===== src/rtl/rgb_pkg.sv =====
// Shared constants, types and helpers for the RGB expander.
package rgb_pkg;

    // Bit positions of each colour channel inside a compressed code
    localparam int unsigned R_BIT = 2;
    localparam int unsigned G_BIT = 1;
    localparam int unsigned B_BIT = 0;

    // Expander state: IDLE waits for a code, EMIT is replaying a code
    typedef enum logic {
        ST_IDLE = 1'b0,
        ST_EMIT = 1'b1
    } state_t;

    // Channel level for one code bit; callers size-cast to their channel depth
    function automatic int unsigned channel_level(
        input logic        code_bit,
        input int unsigned low,
        input int unsigned high
    );
        return code_bit ? high : low;
    endfunction

endpackage


===== src/rtl/rgb_expand_frame_pos_counter.sv =====
// Column/line position tracker with start/end-of-line/frame markers.
module frame_pos_counter #(
    parameter int unsigned LINE_WIDTH = 640,
    parameter int unsigned NUM_LINES  = 480
) (
    input  logic clk_in,
    input  logic rst_n_in,
    input  logic active_in,
    input  logic advance_in,
    input  logic clear_in,
    output logic sof_out,
    output logic eol_out,
    output logic eof_out
);

    localparam int unsigned COL_W  = (LINE_WIDTH > 1) ? $clog2(LINE_WIDTH) : 1;
    localparam int unsigned LINE_W = (NUM_LINES > 1)  ? $clog2(NUM_LINES)  : 1;

    logic [COL_W-1:0]  col_q,  col_d;
    logic [LINE_W-1:0] line_q, line_d;
    logic              col_last;
    logic              line_last;

    assign col_last  = (col_q == COL_W'(LINE_WIDTH - 1));
    assign line_last = (line_q == LINE_W'(NUM_LINES - 1));

    // Next position: clear wins, otherwise step column and wrap into the line count
    always_comb begin
        col_d  = col_q;
        line_d = line_q;
        if (clear_in) begin
            col_d  = '0;
            line_d = '0;
        end else if (advance_in) begin
            if (col_last) begin
                col_d  = '0;
                line_d = line_last ? '0 : line_q + LINE_W'(1);
            end else begin
                col_d = col_q + COL_W'(1);
            end
        end
    end

    // Position registers
    always_ff @(posedge clk_in or negedge rst_n_in) begin
        if (!rst_n_in) begin
            col_q  <= '0;
            line_q <= '0;
        end else begin
            col_q  <= col_d;
            line_q <= line_d;
        end
    end

    assign sof_out = active_in && (col_q == '0) && (line_q == '0);
    assign eol_out = active_in && col_last;
    assign eof_out = eol_out && line_last;

endmodule


===== src/rtl/rgb_expand.sv =====
// Expands 3-bit compressed colour codes into REPEAT full-depth RGB pixels
// with line/frame position markers.
module rgb_expand
    import rgb_pkg::*;
#(
    parameter int unsigned COLOUR_DEPTH = 8,
    parameter int unsigned REPEAT       = 3,
    parameter int unsigned LOW_LEVEL    = 0,
    parameter int unsigned HIGH_LEVEL   = 255,
    parameter int unsigned LINE_WIDTH   = 640,
    parameter int unsigned NUM_LINES    = 480
) (
    input  logic                      clk_in,
    input  logic                      rst_n_in,
    input  logic [2:0]                code_in,
    input  logic                      code_valid_in,
    output logic                      code_ready_out,
    input  logic                      frame_restart_in,
    output logic [3*COLOUR_DEPTH-1:0] rgb_out,
    output logic                      rgb_valid_out,
    input  logic                      rgb_ready_in,
    output logic                      sof_out,
    output logic                      eol_out,
    output logic                      eof_out
);

    localparam int unsigned REP_W = (REPEAT > 1) ? $clog2(REPEAT) : 1;

    state_t           state_q, state_d;
    logic [2:0]       code_q,  code_d;
    logic [REP_W-1:0] rep_q,   rep_d;

    logic busy;
    logic last_rep;
    logic in_fire;
    logic out_fire;

    logic [COLOUR_DEPTH-1:0] r_lvl, g_lvl, b_lvl;

    assign busy     = (state_q == ST_EMIT);
    assign last_rep = (rep_q == REP_W'(REPEAT - 1));

    // Ready is gated by reset so the port reads 0 while reset is held,
    // even though the idle state would otherwise advertise readiness.
    assign code_ready_out = rst_n_in && !frame_restart_in &&
                            (!busy || (rgb_ready_in && last_rep));

    assign in_fire  = code_valid_in && code_ready_out;
    assign out_fire = rgb_valid_out && rgb_ready_in;

    // Handshake/repeat control: restart, accept, finish, then step
    always_comb begin
        state_d = state_q;
        code_d  = code_q;
        rep_d   = rep_q;
        if (frame_restart_in) begin
            state_d = ST_IDLE;
            rep_d   = '0;
        end else if (in_fire) begin
            state_d = ST_EMIT;
            code_d  = code_in;
            rep_d   = '0;
        end else if (out_fire && last_rep) begin
            state_d = ST_IDLE;
            rep_d   = '0;
        end else if (out_fire) begin
            rep_d = rep_q + REP_W'(1);
        end
    end

    // Control registers
    always_ff @(posedge clk_in or negedge rst_n_in) begin
        if (!rst_n_in) begin
            state_q <= ST_IDLE;
            code_q  <= '0;
            rep_q   <= '0;
        end else begin
            state_q <= state_d;
            code_q  <= code_d;
            rep_q   <= rep_d;
        end
    end

    // Channel expansion from the held code
    always_comb begin
        r_lvl = COLOUR_DEPTH'(channel_level(code_q[R_BIT], LOW_LEVEL, HIGH_LEVEL));
        g_lvl = COLOUR_DEPTH'(channel_level(code_q[G_BIT], LOW_LEVEL, HIGH_LEVEL));
        b_lvl = COLOUR_DEPTH'(channel_level(code_q[B_BIT], LOW_LEVEL, HIGH_LEVEL));
    end

    assign rgb_valid_out = busy;
    assign rgb_out       = busy ? {r_lvl, g_lvl, b_lvl} : '0;

    frame_pos_counter #(
        .LINE_WIDTH (LINE_WIDTH),
        .NUM_LINES  (NUM_LINES)
    ) u_pos (
        .clk_in     (clk_in),
        .rst_n_in   (rst_n_in),
        .active_in  (busy),
        .advance_in (out_fire && !frame_restart_in),
        .clear_in   (frame_restart_in),
        .sof_out    (sof_out),
        .eol_out    (eol_out),
        .eof_out    (eof_out)
    );

endmodule


===== config.mk =====
export PLATFORM = sky130hd
export DESIGN_NAME = rgb_expand
export DESIGN_NICKNAME = d
export VERILOG_FILES = /design/src/rtl/rgb_pkg.sv /design/src/rtl/rgb_expand_frame_pos_counter.sv /design/src/rtl/rgb_expand.sv
export SDC_FILE = /design/constraint.sdc
export NUM_CORES = 1
export LEC_CHECK = 0
export ABC_CLOCK_PERIOD_IN_PS = 3900
export BUFFER_PORTS_ARGS = -buffer_cell sky130_fd_sc_hd__buf_4
export CORE_MARGIN = 1
export CORE_UTILIZATION = 55
export CTS_BUF_LIST = sky130_fd_sc_hd__clkbuf_8 sky130_fd_sc_hd__clkbuf_16
export DETAILED_ROUTE_END_ITERATION = 16
export GPL_TIMING_DRIVEN = 1
export PLACE_DENSITY = 0.81
export SYNTH_ARGS = -nofsm -noshare
export SYNTH_HDL_FRONTEND = slang
export SYNTH_HIERARCHICAL = 1
export SYNTH_SLANG_ARGS = --single-unit

===== constraint.sdc =====
create_clock -name clk_in -period 3.9 [get_ports clk_in]
set_clock_uncertainty 0.2 [all_clocks]
set_input_delay 0.78 -clock clk_in [delete_from_list [all_inputs] [get_ports clk_in]]
set_output_delay 0.78 -clock clk_in [all_outputs]
set_load 0.1 [all_outputs]

Word level (Yosys, flattened, before mapping):

Index checks and enable logic that the tools add are counted.

* $add $sub $neg: 3
* multipliers: 0
* div/mod/pow operators: 0
* $lt $le $gt $ge: 0
* eq/ne operators: 3
* shift-type cells: 0
* multiplexer cells: 18
* bitwise gates (word level): 1
* reductions and logical operators: 22

Operator list (count)
* $mux W9: 4
* $mux W10: 3
* $mux W24: 1
* $mux W8: 3
* $logic_and A1 B1 Y1: 11
* $add A10 B1 Y10 const B: 1
* $eq A10 B10 Y1 const B: 1
* $logic_not A10 Y1: 1
* $add A9 B1 Y9 const B: 1
* $eq A9 B9 Y1 const B: 1
* $logic_not A9 Y1: 1
* $mux W2: 4
* $reduce_and A2 Y1: 2
* $reduce_bool A2 Y1: 2
* $reduce_bool A4 Y1: 1
* $mux W1: 3
* $reduce_bool A3 Y1: 1
* $add A2 B1 Y2 const B: 1
* $eq A2 B2 Y1 const B: 1
* $logic_not A1 Y1: 2
* $logic_or A1 B1 Y1: 1
* $not A1 Y1: 1

* bits in registers: 25
* latch bits: 0
* bits in writable memories: 0
* ROM bits: 0
* input bits: 8
* output and inout port bits: 29
* logic and storage cells: 52
* memories: 0

Logic depth before layout (Yosys ltp):

Gate-level depths: netlist of run 1.

* word-level depth: 7
* mapped depth: 8
* depth with buffers taken out: 6

Cells and area by module:

The synthesis of run 1 kept the hierarchy.

Modules (own cells, without submodules)
* frame_pos_counter: times used 1, cells an instance 134, area each 1188.6 µm², seq. area each 475.5 µm²
* rgb_expand: times used 1, cells an instance 51, area each 469.2 µm², seq. area each 150.1 µm²

Least setup slack after synthesis of run 1:

Ideal clock, no wire load.

* path type: register -> output
* start: reg state_q (netlist: rgb_valid_out)
* end: out sof_out
* arrival time: 3193 ps
* required time: 2920 ps
* slack: -273 ps
* stages on the path, launching flop included: 3
* path buffers: 0
* cell sequence: dfrtp_1 nand2_1 nor3_1

* word-level cells in the longest chain between the ends: 2

Ends and longest elaborated chain
* from (decl): RTL line rgb_expand.sv:29 `state_t state_q, state_d;`
* from (signal assigned): RTL line rgb_expand.sv:78 `state_q <= state_d;`
* $logic_and A1 B1 Y1 (2 in series): RTL line rgb_expand_frame_pos_counter.sv:55 `assign sof_out = active_in && (col_q == '0) && (line_q == '0);`
* to (decl): RTL line rgb_expand.sv:22 `output logic sof_out,`

No other way between the ends.

Worst setup path in the final report of run 1:

* start: reg u_pos.col_q[0]
* end: out sof_out

* word-level cells in the longest chain between the ends: 3

Ends and longest elaborated chain
* from (decl): RTL line rgb_expand_frame_pos_counter.sv:19 `logic [COL_W-1:0] col_q, col_d;`
* from (signal assigned): RTL line rgb_expand_frame_pos_counter.sv:50 `col_q <= col_d;`
* $logic_not A10 Y1: RTL line rgb_expand_frame_pos_counter.sv:55
* $logic_and A1 B1 Y1 (2 in series): RTL line rgb_expand_frame_pos_counter.sv:55

No other way between the ends.

==> flow_metrics.env, run 1 <==
export IMPL_final_area_um2=1830
export IMPL_clockBufferDepth=2
export IMPL_first_pass_iters=10
export IMPL_yosys_warnings=6
export IMPL_ys_ff_latch=25
export IMPL_critical_path_required_ns=2.92
export IMPL_violations="DRC"
export IMPL_cts_resized=0
export IMPL_powerDensity_nw_per_um2=364
export IMPL_ctsHoldBuffers=0
export IMPL_nNetsFinal=212
export IMPL_critPathKind="reg2out"
export IMPL_routed_wl_mm=3.25
export IMPL_design_core_area_um2=2810
export IMPL_cts_made_buffers=3
export IMPL_start_util_pct=59.1
export IMPL_synthMostInstantiatedCell="dfrtp_1"
export IMPL_dp_hpwl_mm=2.35
export IMPL_max_vdd_ir_drop_uv=214
export IMPL_fmax_mhz=348
export IMPL_clkLatencyLatePin_ns=0.27
export IMPL_timing_setup_tns_ns=0
export IMPL_wl_met2_mm=1.46
export IMPL_final_hold_viol_count=0
export IMPL_yosysTopAreaCell="dfrtp_1"
export IMPL_vias=1379
export IMPL_grt_usage_pct=21.4
export IMPL_grt_setup_unrepaired="false"
export IMPL_syn_area_um2=1660
export IMPL_place_congestion=0.887
export IMPL_crit_arrival_ns=1.89
export IMPL_drive_above_1_share_pct=24.6
export IMPL_grt_max_degree=31
export IMPL_maxSlewViolCount=0
export IMPL_cts_tree="yes"
export IMPL_area_delta_synth_final_pct=10.3
export IMPL_min_period_over_period_pct=73.7
export IMPL_grt_pass1_wl_mm=5.36
export IMPL_rrSetupSlack_ns=1.44
export IMPL_die_area_um2=3240
export IMPL_dieWidth_um=56.9
export IMPL_p_leak_nw=0.836
export IMPL_detail_route_antenna_nets=0
export IMPL_setup_viol=0
export IMPL_first_global_vias=1236
export IMPL_route_detailed_drc=14
export IMPL_nFillCells=222
export IMPL_vias_per_cell=6.00
export IMPL_worst_slew_pin_transition_ns=0.386
export IMPL_period_needed_ns=2.87
export IMPL_end_kind="primary output"
export IMPL_netlist_area_leader_share_pct=37.7
export IMPL_status="finished, violations left"
export IMPL_ys_flop_type="dfrtp_1"
export IMPL_dp_slack_ns=1.10
export IMPL_cp_start_kind="flop"
export IMPL_slew_headroom_pct=74.1
export IMPL_max_cap_viol_count=0
export IMPL_met1_length_mm=1.46
export IMPL_rows=19
export IMPL_die_height_um=56.9
export IMPL_htreeDepth=1
export IMPL_synth_cell_types=42
export IMPL_clkTransAtPathRegs_ns=0.08
export IMPL_top_layer="met4"
export IMPL_placedInstanceArea_um2=1780
export IMPL_post_cts_buffers=0
export IMPL_root_buffer="clkbuf_8"
export IMPL_crit_fanout=6
export IMPL_ios=37
export IMPL_diodes=0
export IMPL_synth_nets=197
export IMPL_avgSynthCellArea_um2=8.96
export IMPL_seq_area_frac_synth_pct=37.7
export IMPL_port_buffer_count=36
export IMPL_met3WireLength_um=254
export IMPL_drtIter0Drc=68
export IMPL_min_path_type="in2async"
export IMPL_yosys_top_cells_count="dfrtp_1, buf_4, nor2_1"
export IMPL_syn_inst=185
export IMPL_finalWorstSetupSlack_ns=1.03
export IMPL_synth_area_leaders="dfrtp_1, buf_4, nand3_1"
export IMPL_grt_ovfl_total=0
export IMPL_antenna_found_initial=0
export IMPL_synth_edff_count=0
export IMPL_clock_sinks=25
export IMPL_wl_per_cell_um=14.1
export IMPL_async_flop_share_pct=100
==> registers in the layout, indices dropped and copies added (netlist names) <==
signal and flops:
u_pos/line_q 9, rep_q 2, u_pos/col_q 10, code_q 3
rgb_valid_out 1
==> cell families after synthesis <==
| group | synth area share, % |
|---|---|
| buf+inv | 13.1 |
| flops | 37.7 |
| xor+xnor | 2.11 |
| compound gates | 11.0 |
| simple gates | 29.0 |
| fa+ha+maj | 3.02 |
| mux | 4.00 |
==> power breakdown <==
part	leakage, nW	internal [mW]	switching (mW)
sequential	0.341	0.269	0.00961
combinational	0.470	0.0453	0.188
clock	0.0255	0.0716	0.0824
total	0.836	0.386	0.280
==> final timing paths <==
check	from	endpoint	depth (start not counted)
worst min register to register	code_q[0]	code_q[0]	1
min in group clk_in	code_q[0]	code_q[0]	1
worst max register to register	rgb_valid_out	u_pos/line_q[4]	7
worst min-delay path	rst_n_in	u_pos/col_q[0]	1
max in group asynchronous	rst_n_in	code_q[2]	1
worst max-delay path	u_pos/col_q[0]	sof_out	6
==> cells in the final DEF (no fill, tap or decap), types with 2 or more instances in the layout <==
cell / count
nor3_1: 5
and3_1: 3
ha_1: 4
mux2_1: 2
xor2_1: 2
nor2b_1: 4
nor2_1: 15
nand4_1: 4
nand3b_1: 3
or4_1: 2
nand3_1: 13
dfrtp_1: 25
and4_1: 2
a311oi_1: 3
buf_4: 37
o21ai_0: 2
nand2_1: 10
clkbuf_8: 3
o31ai_1: 3
a21oi_1: 12
nand2b_1: 6
mux2_2: 3
xnor2_1: 2
nor4_1: 2
nor4b_1: 2
inv_1: 7
a32oi_1: 2
and2_1: 7
==> stage by stage <==
step                      hold WS, ns  power, mW  utilization (%)  instances
after floorplan                 0.273      0.490                -        185
after global placement          0.282      0.515             63.6        226
after detailed placement        0.296      0.518             63.6        226
after CTS                       0.200      0.673             65.2        230
after global routing            0.218      0.688             65.2        230
final                           0.199      0.666             65.2        230
==> metal layers <==
layer / vias to the layer above / global-route usage (%)
met3: 8 / 3.92
met4: 0 / 10.1
met1: 644 / 27.1
li1: 666 / -
met5: - / 0
met2: 61 / 35.5
==> worst max-delay path, cell delays in order (launching register included) <==
cell     delay, ns
dfrtp_1       0.45
inv_1         0.11
ha_1          0.17
nor4b_1       0.24
nand3_1       0.12
nor3_1        0.20
buf_4         0.32
==> cell type report <==
type | instances | area [um^2] | share of cell area [%]
clock buffer | 3 | 41.3 | 2.26
clock inverter | 1 | 5.00 | 0.274
inverter | 7 | 26.3 | 1.44
multi-input combinational | 126 | 815 | 44.5
sequential | 25 | 626 | 34.2
tap | 31 | 38.8 | 2.12
timing repair buffer | 37 | 278 | 15.2
Power figures use the tool's default switching activity.
==> inputs of run 2 (changes only) <==
Settings changed: ABC_CLOCK_PERIOD_IN_PS 3900 to 2400, CORE_UTILIZATION 55 to 48, PLACE_DENSITY 0.81 to 0.75.
Clock period 3.9 ns to 2.4 ns, I/O delays scaled along.
==> flow_metrics.env, run 2 (same netlist as run 1, synthesis figures left out) <==
export IMPL_clockBufferDepth=2
export IMPL_die_area_um2=3690
export IMPL_dp_hpwl_mm=2.73
export IMPL_grt_setup_unrepaired="true"
export IMPL_detail_route_antenna_nets=0
export IMPL_grt_ovfl_total=0
export IMPL_drtIter0Drc=62
export IMPL_routed_wl_mm=3.72
export IMPL_setup_viol=0
export IMPL_clkLatencyLatePin_ns=0.28
export IMPL_clock_sinks=25
export IMPL_min_path_type="in2async"
export IMPL_fmax_mhz=418
export IMPL_antenna_found_initial=0
export IMPL_holdWs_ns=-0.00390
export IMPL_htreeDepth=1
export IMPL_cp_start_kind="flop"
export IMPL_clkTransAtPathRegs_ns=0.09
export IMPL_p_leak_nw=0.931
export IMPL_area_delta_synth_final_pct=22.8
export IMPL_grt_max_degree=26
export IMPL_slew_headroom_pct=72.2
export IMPL_biggestRegsByFlops="u_pos/col_q: 10 flops, u_pos/line_q: 9 flops, code_q: 3 flops"
export IMPL_cts_tree="yes"
export IMPL_start_util_pct=52.6
export IMPL_ios=37
export IMPL_drive_above_1_share_pct=36.7
export IMPL_place_congestion=0.864
export IMPL_vias_per_cell=5.69
export IMPL_crit_arrival_ns=1.71
export IMPL_grt_pass1_wl_mm=5.95
export IMPL_largest_reg_flops=10
export IMPL_critical_path_required_ns=1.72
export IMPL_regMostFlops="u_pos/col_q"
export IMPL_port_buffer_count=36
export IMPL_fin_total_pwr_mw=1.11
export IMPL_min_period_over_period_pct=99.6
export IMPL_vias=1428
export IMPL_nNetsFinal=220
export IMPL_route_detailed_drc=0
export IMPL_final_cell_mix="buf_4, dfrtp_1, nor2_1"
export IMPL_first_pass_iters=4
export IMPL_powerDensity_nw_per_um2=547
export IMPL_status="finished, violations left"
export IMPL_design_core_area_um2=3150
export IMPL_worst_slew_pin_transition_ns=0.413
export IMPL_root_buffer="clkbuf_8"
export IMPL_rows=20
export IMPL_max_cap_viol_count=0
export IMPL_dieWidth_um=60.8
export IMPL_final_hold_viol_count=1
export IMPL_die_height_um=60.8
export IMPL_ctsHoldBuffers=0
export IMPL_cts_made_buffers=3
export IMPL_grt_usage_pct=21.7
export IMPL_violations="hold timing"
export IMPL_diodes=0
export IMPL_nFillCells=255
export IMPL_max_vdd_ir_drop_uv=248
export IMPL_mostFrequentLayoutCell="buf_4"
export IMPL_crit_fanout=4
export IMPL_wl_per_cell_um=14.8
export IMPL_period_needed_ns=2.39
export IMPL_critPathKind="reg2out"
export IMPL_first_global_vias=1320
export IMPL_maxSlewViolCount=0
export IMPL_end_kind="primary output"
run 2: what timing repair did:
item                       4_1_cts  5_1_grt
setup buffers                    3        0
pin swaps                        0        1
resized for setup               10        8
setup endpoints to repair        3        3
run 2: path summary, 6_finish.rpt:
check	start	end	slack [ns]	cells after the start
max reg2reg	rgb_valid_out	u_pos/line_q[4]	0.39	6
max	u_pos/line_q[6]	sof_out	0.008	3
max in group asynchronous	rst_n_in	rgb_valid_out	1.73	2
min in group clk_in	code_in[1]	code_q[1]	0.23	2
min reg2reg	code_q[0]	code_q[0]	0.32	1
min	rst_n_in	u_pos/col_q[6]	-0.004	2
run 2: stage by stage:
step	worst slack, ns	cell area, um^2	util [%]	instances	TNS (ns)
global route	-0.0661	2040	64.6	251	-0.123
CTS	0.00273	2010	63.7	251	0
floorplan	-0.0401	1710	-	185	-0.0656
finish	0.00840	2040	64.6	251	0
detailed placement	0.199	1890	60.0	244	0
global placement	0.250	1890	60.0	244	0
run 2: routing by layer:
| metal | wire [um] | share of wire, % | track usage, % |
|---|---|---|---|
| met4 | 46 | 1.2 | 9.42 |
| met5 | 0 | 0 | 0 |
| met3 | 236 | 6.4 | 2.56 |
| met2 | 1760 | 47 | 36.3 |
| met1 | 1680 | 45 | 28.4 |
run 2: area by class of cell:
type | count | area (um^2) | area share (%)
multi-input combinational | 126 | 902 | 44.3
sequential | 25 | 636 | 31.2
timing repair buffer | 45 | 370 | 18.2
tap | 44 | 55.1 | 2.70
clock buffer | 3 | 41.3 | 2.03
inverter | 7 | 26.3 | 1.29
clock inverter | 1 | 5.00 | 0.246
run 2: critical path, cell delays in order (launching register included):
cell and delay (ns):
dfrtp_1 0.44, or4_4 0.56, nor3_4 0.23, buf_12 0.20
run 2: power breakdown:
| part | internal [mW] | total (mW) | leakage [nW] | switching (mW) |
|---|---|---|---|---|
| combinational | 0.0880 | 0.400 | 0.574 | 0.312 |
| sequential | 0.438 | 0.455 | 0.331 | 0.0164 |
| clock | 0.117 | 0.258 | 0.0255 | 0.141 |
